<file path="src/rtl/writeback_unit.sv">
// writeback_unit
//   Writeback stage between the memory-access pipeline buffer and the
//   register file. It registers one bundle per accepted instruction and
//   selects either the ALU result or the extended/aligned load datum. It also
//   keeps a one-entry forwarding history and a retired-instruction counter.
//
// Ports
//   clk, rst             system clock, synchronous active-high reset
//   in_valid, stall      bundle qualifier and downstream hold
//   in_reg .. in_load_*  incoming writeback bundle
//   wb_en/wb_reg/wb_data register-file write port (one-cycle strobe)
//   fwd_*                previous completed write, for a second bypass cycle
//   retired_cnt          accepted valid instructions since reset (wraps)
module writeback_unit #(
  parameter int DATA_W   = 64,
  parameter int REG_AW   = 5,
  parameter int ZERO_REG = 1,
  parameter int CNT_W    = 32,
  localparam int OFF_W   = $clog2(DATA_W / 8)
) (
  input  logic              clk,
  input  logic              rst,
  input  logic              in_valid,
  input  logic              stall,
  input  logic [REG_AW-1:0] in_reg,
  input  logic [DATA_W-1:0] in_result,
  input  logic [DATA_W-1:0] in_load_data,
  input  logic              in_mem_to_reg,
  input  logic              in_reg_write,
  input  logic [1:0]        in_load_size,
  input  logic              in_load_unsigned,
  input  logic [OFF_W-1:0]  in_load_offset,
  output logic              wb_en,
  output logic [REG_AW-1:0] wb_reg,
  output logic [DATA_W-1:0] wb_data,
  output logic              fwd_valid,
  output logic [REG_AW-1:0] fwd_reg,
  output logic [DATA_W-1:0] fwd_data,
  output logic [CNT_W-1:0]  retired_cnt
);

  logic              accept;
  logic              zero_hit;
  logic [1:0]        size_eff;
  logic [OFF_W-1:0]  off_mask;
  logic [OFF_W-1:0]  off_eff;
  logic [DATA_W-1:0] shifted;
  logic [DATA_W-1:0] field_mask;
  logic              sign_bit;
  logic [DATA_W-1:0] load_ext;
  logic [DATA_W-1:0] sel_data;

  assign accept   = in_valid & ~stall;
  assign zero_hit = (ZERO_REG != 0) && (in_reg == '0);

  // A 32-bit datapath has no dword loads; fold them onto word loads.
  always_comb begin
    size_eff = in_load_size;
    if (DATA_W == 32 && in_load_size == 2'd3) size_eff = 2'd2;
  end

  // Per-size alignment mask (misaligned offsets round down), field mask and
  // position of the field's sign bit.
  always_comb begin
    off_mask   = '1;
    field_mask = DATA_W'(8'hFF);
    case (size_eff)
      2'd0: begin
        off_mask   = '1;
        field_mask = DATA_W'(8'hFF);
      end
      2'd1: begin
        off_mask   = ~OFF_W'(1);
        field_mask = DATA_W'(16'hFFFF);
      end
      2'd2: begin
        off_mask   = ~OFF_W'(3);
        field_mask = DATA_W'(32'hFFFF_FFFF);
      end
      default: begin
        off_mask   = ~OFF_W'(7);
        field_mask = '1;
      end
    endcase
  end

  assign off_eff = in_load_offset & off_mask;
  assign shifted = in_load_data >> {off_eff, 3'b000};

  always_comb begin
    sign_bit = shifted[7];
    case (size_eff)
      2'd0:    sign_bit = shifted[7];
      2'd1:    sign_bit = shifted[15];
      2'd2:    sign_bit = shifted[31];
      default: sign_bit = shifted[DATA_W-1];
    endcase
  end

  assign load_ext = (shifted & field_mask)
                  | (~field_mask & {DATA_W{sign_bit & ~in_load_unsigned}});
  assign sel_data = in_mem_to_reg ? load_ext : in_result;

  always_ff @(posedge clk) begin
    if (rst) begin
      wb_en       <= 1'b0;
      wb_reg      <= '0;
      wb_data     <= '0;
      fwd_valid   <= 1'b0;
      fwd_reg     <= '0;
      fwd_data    <= '0;
      retired_cnt <= '0;
    end else begin
      // wb_en is a single-cycle strobe, so a held bundle is never written twice.
      wb_en <= accept & in_reg_write & ~zero_hit;
      if (accept) begin
        wb_reg      <= in_reg;
        wb_data     <= sel_data;
        retired_cnt <= retired_cnt + 1'b1;
      end
      // History follows completed writes only; suppressed x0 writes never reach it.
      if (wb_en) begin
        fwd_valid <= 1'b1;
        fwd_reg   <= wb_reg;
        fwd_data  <= wb_data;
      end
    end
  end

endmodule

</file>
<file path="config.mk">
export PLATFORM = sky130hd
export DESIGN_NAME = writeback_unit
export DESIGN_NICKNAME = d
export VERILOG_FILES = /design/src/rtl/writeback_unit.sv
export SDC_FILE = /design/constraint.sdc
export NUM_CORES = 1
export LEC_CHECK = 0
export ABC_AREA = 1
export CAP_MARGIN = 20
export CORE_ASPECT_RATIO = 1.75
export CORE_UTILIZATION = 31
export DETAILED_ROUTE_END_ITERATION = 10
export PLACE_DENSITY_LB_ADDON = 0.08
export SLEW_MARGIN = 20
export SYNTH_ARGS = -nofsm -noshare
export SYNTH_HDL_FRONTEND = slang
export SYNTH_SLANG_ARGS = --single-unit
</file>
<file path="constraint.sdc">
create_clock -name clk -period 2.5 [get_ports clk]
set_input_delay 0.5 -clock clk [delete_from_list [all_inputs] [get_ports clk]]
set_output_delay 0.5 -clock clk [all_outputs]
set_load 0.005 [all_outputs]
</file>
==> impl_metrics.csv, run 1 <==
group,metric,value,unit
run_status,outcome,"finished clean",
synthesis,syn_area,9250,sq um
detailed_routing,drt-initial-drc-count,519,
timing,post-route-period-util,94.5,%
floorplan,io_pins,317,
synthesis,yosysUniqueCellTypes,45,
timing,final.setup.worst_slack,0.137,ns
timing,worst_pin_slew,1.00,ns
timing,slew_headroom,33.3,%
place,hpwl,30200,um
worst_setup_path,r2r.worst_path.cells,11,
floorplan,die-area,30600,sq um
cells_and_area,drive_above_1_share,11.2,%
power_and_ir_drop,internal-power,5.01,mW
timing,finalClockSkew,0.00986,ns
grt,grt.total_usage,25.4,%
synthesis,synthAdderAreaFrac,0.135,%
worst_setup_path,crit_family,"buffers and inverters",
detailed_routing,wl,39000,um
worst_setup_path,cp-end-kind,"flop",
grt,antenna_found_initial,4,
synthesis,yosys.area.top_type_share,37.2,%
timing,slew_violations,0,
synthesis,synthArstFlopShare,0,%
detailed_routing,dr.pass1.iters,5,
worst_setup_path,crit_top_cell,"nand2_1",
floorplan,start_util,31.5,%
cts,cts_root_buf,"clkbuf_16",
cts,hold_buffers,0,
cts,h-tree-depth,4,
worst_setup_path,cp_max_fo,18,
worst_setup_path,startpoint_type,"primary input",
cells_and_area,n_fill_cell,3083,
synthesis,yosys.area.top_type,"dfxtp_1",
power_and_ir_drop,power_density,505,nW/um^2
synthesis,synth_cells,1421,
place,place_inst,2133,
synthesis,yosysWarnings,0,
cts,cts_tree,"done",
cells_and_area,regArea,3440,sq um
grt,grt_max_degree,107,
flow_run,cap_violations,0,
power_and_ir_drop,ir_drop,523,uV
floorplan,row_count,83,
floorplan,fp.dieW,133,um
worst_setup_path,crit_arrival,2.65,ns
grt,grt_overflow,0,
worst_setup_path,worst-setup-path-type,"in2reg",
detailed_routing,vias,10500,
cts,clkTransAtPathRegs,0.07,ns
floorplan,core,29400,sq um
detailed_routing,wire_per_inst,18.0,um
power_and_ir_drop,switching_share,28.9,%
synthesis,avgSynthCellArea,6.51,sq um
synthesis,synthMuxAreaShare,0.108,%
worst_hold_path,min_path_type,"reg2reg",
timing,setup_viol,0,
cts,clk_latency,0.45,ns
power_and_ir_drop,p_switching,2.04,mW
place,io_buffers,316,
timing,whs,0.464,ns
floorplan,die_y,231,um
cts,clkSinkCount,172,
timing,setup_tns,0,ns
synthesis,synthXorXnorAreaFrac,1.33,%
cells_and_area,layout.nets,1916,
worst_hold_path,hold_depth,2,
cells_and_area,syn2layout_area_growth,50.9,%
worst_setup_path,crit_required,2.79,ns
worst_setup_path,critPathMaxStageDelay,0.47,ns
grt,first_global_vias,10200,
timing,post-route-min-period,2.36,ns
synthesis,syn-num-nets,1567,
timing,maxClockFrequency,423,MHz
power_and_ir_drop,p_clk_share,37.3,%
detailed_routing,detail-route-antenna-nets,0,
synthesis,synth_compound_area_share,19.0,%
synthesis,synth-simple-area-share,33.8,%
worst_setup_path,cpMaxStageDelayCell,"clkdlybuf4s50_1",
synthesis,synth_edf_count,0,
synthesis,synth_area_leaders,"dfxtp_1, nand2_1, nor2_1",
place,gp_congestion,0.946,
cells_and_area,layoutNonFillerInstCount,2169,
cells_and_area,multi_input_area,5040,sq um
worst_setup_path,crit_chain,"clkdlybuf4s50_1, nor2_4, nand2_8, buf_12, buf_4, nand2_1, o21ai_2, nand2_1, nand2_1, o211ai_1, nand2_1, inv_1, nand2_1, nand2_1, a21oi_1",
power_and_ir_drop,combPwrFrac,21.1,%
worst_setup_path,crit_buf_inv,4,
cts,cts_made_buffers,17,
detailed_routing,via_per_inst,4.85,
synthesis,yosys.cell_count.top_type,"nand2_1",
power_and_ir_drop,p_seq_share,41.6,%
synthesis,synth-seq-cells,172,
cts,clockBufferDepth,2,
place,dp_slack,-0.310,ns
detailed_routing,drcViolationCount,0,
cells_and_area,final_area,14000,sq um
place,place_area,13400,sq um
synthesis,ys_seq_area_share,37.2,%
cells_and_area,reg_top3,"fwd_data x64, wb_data x64, retired_cnt x32",
synthesis,synth_common_cells,"nand2_1, nor2_1, dfxtp_1",
worst_setup_path,cp.depth,15,
synthesis,synth_top_family_by_area,"simple AND/OR/NAND/NOR gates",
power_and_ir_drop,p_leak,5.92,nW
timing,hold_viol,0,
grt,grt_pass1_wl,58300,um
synthesis,yosys_most_used_dff,"dfxtp_1",
metal layers:
metal | GRT usage (%) | part of all wire [%] | vias up
li1 | - | - | 5319
met1 | 26.7 | 38 | 4775
met2 | 46.2 | 52 | 341
met3 | 3.82 | 4.5 | 86
met4 | 17.2 | 6.0 | 0
met5 | 0 | 0 | -
cells in the final DEF (no fill, tap or decap), types with 5 or more instances in the layout:
cell type	Yosys	routed
o211ai_1	23	23
nand3_2	6	6
o22ai_1	5	5
nor2_1	312	312
nor3_1	11	11
o211ai_2	13	13
xor2_1	7	7
nand3_1	68	68
dfxtp_1	172	171
inv_1	69	67
xnor2_1	7	7
a21oi_1	108	108
buf_4	4	105
buf_12	0	10
o21ai_1	25	25
o21ai_2	8	8
clkdlybuf4s50_1	0	314
clkbuf_16	0	17
nand2_1	321	321
nand4_1	9	9
o21ai_0	117	117
inv_2	4	6
power by group through the flow:
stage,registers [mW],clock network (mW),logic [mW]
6_report,2.93,2.63,1.49
5_1_grt,2.94,2.80,1.62
2_1_floorplan,2.98,0,0.656
4_1_cts,2.94,2.71,1.50
3_5_place_dp,3.00,0,1.49
3_3_place_gp,3.00,0,1.49
stage by stage:
stage,util (%),total power [mW]
floorplan,-,3.63
CTS,47.4,7.14
finish,47.5,7.05
detailed placement,45.5,4.49
global placement,45.5,4.49
global route,47.5,7.36
worst paths after layout:
check	from	to	slack [ns]
setup / recovery	in_load_size[0]	wb_data[12]	0.14
hold reg to reg	retired_cnt[31]	retired_cnt[31]	0.46
setup reg to reg	retired_cnt[2]	retired_cnt[29]	0.48
hold / removal	retired_cnt[31]	retired_cnt[31]	0.46
logic make-up after synthesis:
family                     count (synthesis)
buffers and inverters                    173
adders and majority gates                  1
xor gates and xnor gates                  14
DFF                                      172
and+or+nand+nor                          752
AOI/OAI and AO/OA                        308
muxes                                      1
area by class of cell:
class	count	share of cell area [%]
multi-input cells	1076	36.1
repair buffers	429	29.6
flip-flops and latches	172	24.7
well taps	382	3.42
clock buffers	20	3.27
inverters	74	2.01
clock inverters	12	0.825
diodes	4	0.0717
what timing repair did:
item | CTS | global route
endpoints found under the hold margin | 0 | 0
endpoints found under the setup margin | 0 | 1
buffers inserted | 0 | 0
gates resized for setup | 0 | 1
worst reg2reg max path: stages (launching register included):
cell,delay (ns)
dfxtp_1,0.42
nand3_1,0.14
nor3_1,0.15
nand2_1,0.13
nor3_4,0.28
nand2_2,0.11
nor3_2,0.13
buf_4,0.16
nand2_1,0.08
nor2_1,0.12
xnor2_1,0.13
nor2_1,0.05
No activity file was read; power rests on OpenSTA's default activity.
==> run 2: changes to the inputs <==
Settings changed: SLEW_MARGIN 20 to default.
==> results of run 2 <==
The final DEF is identical to that of run 1; final timing and power are the same.
